`src/rtl/loba_split_pipe_if.sv`:
```
// Operand-pair in / split-fields out bundle for the LOBA3 split front end.
// The slave view belongs to the pipe; the master view belongs to whoever feeds and drains it.
interface loba_split_pipe_if #(
  parameter int WIDTH = 16,
  parameter int SEG   = 4,
  parameter int KW    = $clog2(WIDTH)
);
  logic             in_valid;
  logic             in_ready;
  logic [WIDTH-1:0] a;
  logic [WIDTH-1:0] b;
  logic             out_valid;
  logic             out_ready;
  logic [SEG-1:0]   ah;
  logic [SEG-1:0]   al;
  logic [KW-1:0]    k1a;
  logic [KW-1:0]    k2a;
  logic [SEG-1:0]   bh;
  logic [SEG-1:0]   bl;
  logic [KW-1:0]    k1b;
  logic [KW-1:0]    k2b;
  logic             a_zero;
  logic             b_zero;

  modport slave (
    input  in_valid, a, b, out_ready,
    output in_ready, out_valid, ah, al, k1a, k2a, bh, bl, k1b, k2b, a_zero, b_zero
  );

  modport master (
    output in_valid, a, b, out_ready,
    input  in_ready, out_valid, ah, al, k1a, k2a, bh, bl, k1b, k2b, a_zero, b_zero
  );
endinterface

```
`src/rtl/loba_split_pipe.sv`:
```
// Splits A and B into high/low 4-bit leading-one segments plus positions; two register stages, no bubbles.
// Valid/ready on both sides: a stage refills in the cycle it drains, in_ready falls only when both stages hold data.
module loba_split_pipe #(
  parameter int WIDTH = 16,
  parameter int SEG   = 4,
  parameter int KW    = $clog2(WIDTH)
) (
  input logic              clk,
  input logic              rst_n,
  loba_split_pipe_if.slave bus
);
  typedef struct packed {
    logic [SEG-1:0] seg;
    logic [KW-1:0]  k;
  } seg_t;

  typedef struct packed {
    seg_t             hi;
    logic [WIDTH-1:0] res;
    logic             zero;
  } s1_t;

  typedef struct packed {
    seg_t hi;
    seg_t lo;
    logic zero;
  } s2_t;

  localparam logic [KW-1:0]    KMIN     = KW'(SEG - 1);
  localparam logic [WIDTH-1:0] SEG_MASK = WIDTH'((1 << SEG) - 1);

  // Leading-one index clamped to SEG-1, so the segment window never runs off bit 0.
  function automatic logic [KW-1:0] lead_k(input logic [WIDTH-1:0] x);
    logic [KW-1:0] p;
    p = '0;
    for (int i = 0; i < WIDTH; i++) begin
      if (x[i]) p = KW'(i);
    end
    if (p < KMIN) p = KMIN;
    return p;
  endfunction

  function automatic logic [SEG-1:0] seg_at(input logic [WIDTH-1:0] x, input logic [KW-1:0] k);
    return SEG'(x >> (k - KMIN));
  endfunction

  function automatic logic [WIDTH-1:0] clear_at(input logic [WIDTH-1:0] x, input logic [KW-1:0] k);
    return x & ~(SEG_MASK << (k - KMIN));
  endfunction

  function automatic s1_t split_hi(input logic [WIDTH-1:0] x);
    s1_t r;
    r.hi.k   = lead_k(x);
    r.hi.seg = seg_at(x, r.hi.k);
    r.res    = clear_at(x, r.hi.k);
    r.zero   = (x == '0);
    return r;
  endfunction

  function automatic s2_t split_lo(input s1_t s);
    s2_t r;
    r.hi     = s.hi;
    r.lo.k   = lead_k(s.res);
    r.lo.seg = seg_at(s.res, r.lo.k);
    r.zero   = s.zero;
    return r;
  endfunction

  logic s1_valid_q, s1_valid_d;
  logic s2_valid_q, s2_valid_d;
  s1_t  s1a_q, s1a_d, s1b_q, s1b_d;
  s2_t  s2a_q, s2a_d, s2b_q, s2b_d;
  logic s2_adv, s1_adv, in_fire;

  assign s2_adv       = !s2_valid_q || bus.out_ready;
  assign s1_adv       = s1_valid_q && s2_adv;
  assign bus.in_ready = !s1_valid_q || s1_adv;
  assign in_fire      = bus.in_valid && bus.in_ready;

  always_comb begin
    s1_valid_d = s1_valid_q;
    s1a_d      = s1a_q;
    s1b_d      = s1b_q;
    s2_valid_d = s2_valid_q;
    s2a_d      = s2a_q;
    s2b_d      = s2b_q;

    if (s1_adv) s1_valid_d = 1'b0;
    if (in_fire) begin
      s1_valid_d = 1'b1;
      s1a_d      = split_hi(bus.a);
      s1b_d      = split_hi(bus.b);
    end

    // Stage 2 data only moves when a real pair arrives, so outputs stay put while idle.
    if (s2_adv) s2_valid_d = s1_valid_q;
    if (s1_adv) begin
      s2a_d = split_lo(s1a_q);
      s2b_d = split_lo(s1b_q);
    end
  end

  always_ff @(posedge clk or negedge rst_n) begin
    if (!rst_n) begin
      s1_valid_q <= 1'b0;
      s2_valid_q <= 1'b0;
      s1a_q      <= '0;
      s1b_q      <= '0;
      s2a_q      <= '0;
      s2b_q      <= '0;
    end else begin
      s1_valid_q <= s1_valid_d;
      s2_valid_q <= s2_valid_d;
      s1a_q      <= s1a_d;
      s1b_q      <= s1b_d;
      s2a_q      <= s2a_d;
      s2b_q      <= s2b_d;
    end
  end

  assign bus.out_valid = s2_valid_q;
  assign bus.ah        = s2a_q.hi.seg;
  assign bus.k1a       = s2a_q.hi.k;
  assign bus.al        = s2a_q.lo.seg;
  assign bus.k2a       = s2a_q.lo.k;
  assign bus.a_zero    = s2a_q.zero;
  assign bus.bh        = s2b_q.hi.seg;
  assign bus.k1b       = s2b_q.hi.k;
  assign bus.bl        = s2b_q.lo.seg;
  assign bus.k2b       = s2b_q.lo.k;
  assign bus.b_zero    = s2b_q.zero;
endmodule
```
`src/flat_wrapper.sv`:
```
// flat-port wrapper written by rule: the top's interface ports become plain ports
module loba_split_pipe_flat 
#(
  parameter int WIDTH = 16,
  parameter int SEG   = 4,
  parameter int KW    = $clog2(WIDTH)
)
  (clk, rst_n, bus_in_valid, bus_a, bus_b, bus_out_ready, bus_in_ready, bus_out_valid, bus_ah, bus_al, bus_k1a, bus_k2a, bus_bh, bus_bl, bus_k1b, bus_k2b, bus_a_zero, bus_b_zero);
  loba_split_pipe_if #(.WIDTH(WIDTH), .SEG(SEG), .KW(KW)) bus_i ();
  input logic clk;
  input logic rst_n;
  input wire logic [$bits(bus_i.in_valid)-1:0] bus_in_valid;
  input wire logic [$bits(bus_i.a)-1:0] bus_a;
  input wire logic [$bits(bus_i.b)-1:0] bus_b;
  input wire logic [$bits(bus_i.out_ready)-1:0] bus_out_ready;
  output wire logic [$bits(bus_i.in_ready)-1:0] bus_in_ready;
  output wire logic [$bits(bus_i.out_valid)-1:0] bus_out_valid;
  output wire logic [$bits(bus_i.ah)-1:0] bus_ah;
  output wire logic [$bits(bus_i.al)-1:0] bus_al;
  output wire logic [$bits(bus_i.k1a)-1:0] bus_k1a;
  output wire logic [$bits(bus_i.k2a)-1:0] bus_k2a;
  output wire logic [$bits(bus_i.bh)-1:0] bus_bh;
  output wire logic [$bits(bus_i.bl)-1:0] bus_bl;
  output wire logic [$bits(bus_i.k1b)-1:0] bus_k1b;
  output wire logic [$bits(bus_i.k2b)-1:0] bus_k2b;
  output wire logic [$bits(bus_i.a_zero)-1:0] bus_a_zero;
  output wire logic [$bits(bus_i.b_zero)-1:0] bus_b_zero;
  assign bus_i.in_valid = bus_in_valid;
  assign bus_i.a = bus_a;
  assign bus_i.b = bus_b;
  assign bus_i.out_ready = bus_out_ready;
  assign bus_in_ready = bus_i.in_ready;
  assign bus_out_valid = bus_i.out_valid;
  assign bus_ah = bus_i.ah;
  assign bus_al = bus_i.al;
  assign bus_k1a = bus_i.k1a;
  assign bus_k2a = bus_i.k2a;
  assign bus_bh = bus_i.bh;
  assign bus_bl = bus_i.bl;
  assign bus_k1b = bus_i.k1b;
  assign bus_k2b = bus_i.k2b;
  assign bus_a_zero = bus_i.a_zero;
  assign bus_b_zero = bus_i.b_zero;
  loba_split_pipe #(.WIDTH(WIDTH), .SEG(SEG), .KW(KW)) u_core (.clk(clk), .rst_n(rst_n), .bus(bus_i));
endmodule
```
`config.mk`:
```
export PLATFORM = sky130hd
export DESIGN_NAME = loba_split_pipe_flat
export DESIGN_NICKNAME = d
export VERILOG_FILES = /design/src/rtl/loba_split_pipe_if.sv /design/src/rtl/loba_split_pipe.sv /design/src/flat_wrapper.sv
export SDC_FILE = /design/constraint.sdc
export NUM_CORES = 1
export LEC_CHECK = 0
export CAP_MARGIN = 25
export CORE_ASPECT_RATIO = 0.7
export CORE_MARGIN = 1
export CORE_UTILIZATION = 55
export DETAILED_ROUTE_END_ITERATION = 10
export GPL_TIMING_DRIVEN = 0
export PLACE_DENSITY = 0.79
export SLEW_MARGIN = 20
export SYNTH_ARGS = -nofsm -noshare
export SYNTH_HDL_FRONTEND = slang
export SYNTH_SLANG_ARGS = --single-unit
```
`constraint.sdc`:
```
create_clock -name clk -period 3.9 [get_ports clk]
set_clock_uncertainty 0.2 [all_clocks]
set_input_delay 0.78 -clock clk [delete_from_list [all_inputs] [get_ports clk]]
set_output_delay 0.78 -clock clk [all_outputs]
set_load 0.1 [all_outputs]
```
==> flow_summary_export.csv, run 1 <==
group,metric,value,unit
critical_path,setup.worst_path.end,"u_core.s1a_q[21]$_DFFE_PN0P_",
yosys,synth_compound_area_share,19.04,%
pwr,static-leakage-power,3.122,nW
timing,hold_slack,217.4,ps
placed_design,globalplace.congestion,1.015,
placed_design,port_buffers,66,
die,die_width,125.7,um
yosys,ys_seq_area_share,36.52,%
critical_path,worst_r2r_endpoint,"u_core.bus.al[3]$_DFFE_PN0P_",
critical_path,cells_on_worst_reg2reg_path,10,
flow_run,max_cap_violations,0,
die,die_area,11140,sq um
finish,final_cells,931,
hold_path,class_of_the_worst_hold_path,"input pin to async pin",
critical_path,reg2reg_from,"u_core.s1a_q[9]$_DFFE_PN0P_",
timing,setup-tns-final,0,ps
placed_design,hpwlAfterDp,13.76,mm
timing,max_slew_margin,31.59,%
grt,grt_use_met2,49.80,%
timing,worstMarginPinSlew,1023,ps
route,detail_route.vias_per_cell,6.391,
timing,timing.fmax,266.6,MHz
grt,grt_max_degree,47,
die,num_io_pins,72,
yosys,synthMuxAreaShare,11.34,%
route,drt_pre_antenna_iters,6,
finish,multi_input_comb_area,3500,sq um
clocking,clock_insertion_delay_worst_skew,350,ps
yosys,synth_simple_gate_area_share,24.27,%
finish,layout.area.seq,2152,sq um
timing,post-route-worst-setup-slack,149.1,ps
yosys,post-synth-top-area-cell,"dfrtp_1",
critical_path,timing.critical_path.fanout_max,8,
yosys,post_synth_instance_area,5893,sq um
grt,grt_use_met1,49.79,%
grt,antenna_found_initial,0,
yosys,post_synth_main_area_contributors,"dfrtp_1, nand2_1, mux2i_1",
yosys,postSynthAreaPerCell,8.277,sq um
yosys,synth-edff-count,0,
grt,global_route.overflow_total,0,
critical_path,reg2reg_slack,300,ps
placed_design,dp_cells,912,
finish,fill_cell_total_of_the_finished_layout,826,
clocking,tritoncts.num_buffers,9,
die,placement_rows,31,
yosys,synth_adder_area_share,2.548,%
yosys,main_combinational_cell_family_by_area_after_synthesis,"simple AND/OR/NAND/NOR gates",
yosys,yosysWarnings,0,
die,die_height,88.61,um
yosys,synth_top_cells_by_count,"nand2_1, dfrtp_1, nor2_1",
clocking,clock_tree_from_tritoncts,"yes",
route,wl,18.35,mm
timing,grt_setup_unrepaired,"yes",
yosys,synth-async-reset-ratio,100.0,%
yosys,synth_top_cell_area_share,36.52,%
clocking,cts.clk_slew.worst_paths,70,ps
clocking,clock-sinks,86,
pwr,power.ir.vdd_worst,0.4258,mV
critical_path,timing.critical_path.from,"bus_a[8]",
timing,final-max-slew-violation-count,0,
die,floorplan.core_area,10400,sq um
route,detailedRoute.firstIterationViolations,695,
grt,first_pass_grt_wire_length,28.93,mm
placed_design,place_ws,-824.5,ps
clocking,cts.htree.levels,3,
route,via_count,5950,
grt,use_met3,7.134,%
finish,layout-area-overhead-vs-synth,21.44,%
route,wl_per_cell,19.71,um
die,start_util,56.69,%
grt,grt_usage,33.65,%
finish,finish.net_count,841,
route,ant_nets,0,
timing,finalHoldViolations,0,
route,remaining_drc_errors,0,
pwr,power.density,636.0,nW/um^2
grt,top_usage_layer,"met2",
run_status,outcome,"complete, no violations",
yosys,post_synth_inst_count,712,
critical_path,worstSetupStartpointType,"input pin",
critical_path,critPathCaptureType,"flop",
timing,finalSetupViolCount,0,
grt,first_global_vias,5478,
clocking,root_driver,"clkbuf_16",
yosys,synth_nets,760,
critical_path,path_class,"input pin to flop",
yosys,synth_seq_cells,86,
critical_path,worst_ep_required_time,3970,ps
finish,post_route_cells_drive_above_1_share,8.772,%
timing,fin_crit,3751,ps
yosys,xor_xnor_share_of_the_synthesized_area,1.019,%
yosys,yosys.cell_count.top_type,"nand2_1",
timing,min_period_over_period,96.18,%
pwr,power,4.552,mW
yosys,netlist-cell-type-count,67,
clocking,cts_max_path_buffers,2,
yosys,postSynth.topFlopCell,"dfrtp_1",
critical_path,timing.critical_path.arrival,3820,ps
layout by cell type (no fill, tap or decap), drive strengths merged, types with 7 or more instances in the layout:
master         count
mux4               8
clkdlybuf4s50     62
dfrtp             86
clkbuf            42
a221oi             7
a21oi             22
nand2b            10
o31ai             14
buf               15
inv               25
nor2              57
mux2i             42
a31oi             15
nor4              11
nor3              28
nand2            162
a211oi            11
nand3             22
o21ai             47
ha                12
nor2b              9
layer usage:
metal | vias to the layer above | share of wire (%)
li1 | 2725 | -
met4 | 2 | 1.2
met3 | 25 | 9.7
met1 | 2872 | 47
met2 | 326 | 42
met5 | - | 0.25
stage by stage:
stage                     area, sq um  util, %
after floorplan                  5893        -
after CTS                        7081    68.12
final                            7157    68.85
after global placement           6719    64.64
after global routing             7154    68.83
after detailed placement         6748    64.91
worst max-delay path, stage by stage:
cell,delay (ps)
clkdlybuf4s50_1,570
nor4_4,490
nand3_1,210
nand3_1,240
ha_2,310
xnor2_4,200
inv_2,170
mux2_1,340
a211oi_1,240
a221oi_1,110
o21ai_1,150
layout make-up:
type	instances	area share (%)
Clock inverter	6	0.9441
Buffer	41	3.147
Inverter	23	1.206
Clock buffer	10	3.339
Antenna cell	1	0.03497
Sequential cell	86	30.07
Timing Repair Buffer	71	10.05
Tap cell	132	2.308
Multi-Input combinational cell	561	48.90
state kept, by name (all words and copies together) (netlist names), 4 cells and up:
signal / flops
u_core.s1b_q: 25
u_core.bus.bh: 4
u_core.bus.k1a: 4
u_core.bus.k2a: 4
u_core.bus.al: 4
u_core.bus.k1b: 4
u_core.s1a_q: 25
u_core.bus.k2b: 4
u_core.bus.bl: 4
u_core.bus.ah: 4
what timing repair did:
action / CTS / global route
setup endpoints to repair: 16 / 20
endpoints found under the hold margin: 0 / 0
gates resized for setup: 4 / 18
cloned: 0 / 0
setup buffers: 1 / 2
hold buffers: 0 / 0
pin swaps: 1 / 1
worst min-delay path by stage:
stage / from / end / slack [ps] / cells past startpoint
CTS: rst_n / u_core.bus.k2b[1]$_DFFE_PN0P_ / 250 / 1
global route: rst_n / u_core.bus.k2b[1]$_DFFE_PN0P_ / 260 / 1
global placement: u_core.s1b_q[1]$_DFFE_PN0P_ / u_core.s1b_q[1]$_DFFE_PN0P_ / 250 / 2
finish: rst_n / u_core.bus.k2b[1]$_DFFE_PN0P_ / 220 / 1
floorplan: u_core.s1a_q[0]$_DFFE_PN0P_ / u_core.bus.a_zero$_DFFE_PN0P_ / 240 / 2
detailed placement: u_core.s1a_q[1]$_DFFE_PN0P_ / u_core.s1a_q[1]$_DFFE_PN0P_ / 260 / 2
power by group:
part,internal (mW),leakage (nW),total [mW],switching (mW)
Clock,0.517,0.146,0.888,0.371
Sequential,1.07,1.04,1.24,0.170
Combinational,0.776,1.94,2.42,1.64
kinds of logic (layout without fill, tap and decap cells):
kind of cell | count (synthesis) | count (layout)
AND/OR/NAND/NOR | 322 | 322
AO/OA/AOI/OAI | 165 | 165
flip-flops | 86 | 86
buffers and inverters | 65 | 151
multiplexers | 56 | 56
adder cells (fa/ha/maj) | 12 | 12
XOR/XNOR | 6 | 6
other | 0 | 1
(Power assumes the default switching activity.)
==> run 2, diff against run 1 <==
--- a/constraint.sdc
+++ b/constraint.sdc
@@ -4,2 +4,2 @@
 set_output_delay 0.78 -clock clk [all_outputs]
-set_load 0.1 [all_outputs]
+set_load 0.005 [all_outputs]
==> results of run 2 <==
The final DEF is identical to that of run 1. Status: complete, no violations.
Main changes from that run: total power 4.552 mW -> 3.771 mW; worst IR drop on VDD 0.4258 mV -> 0.2984 mV
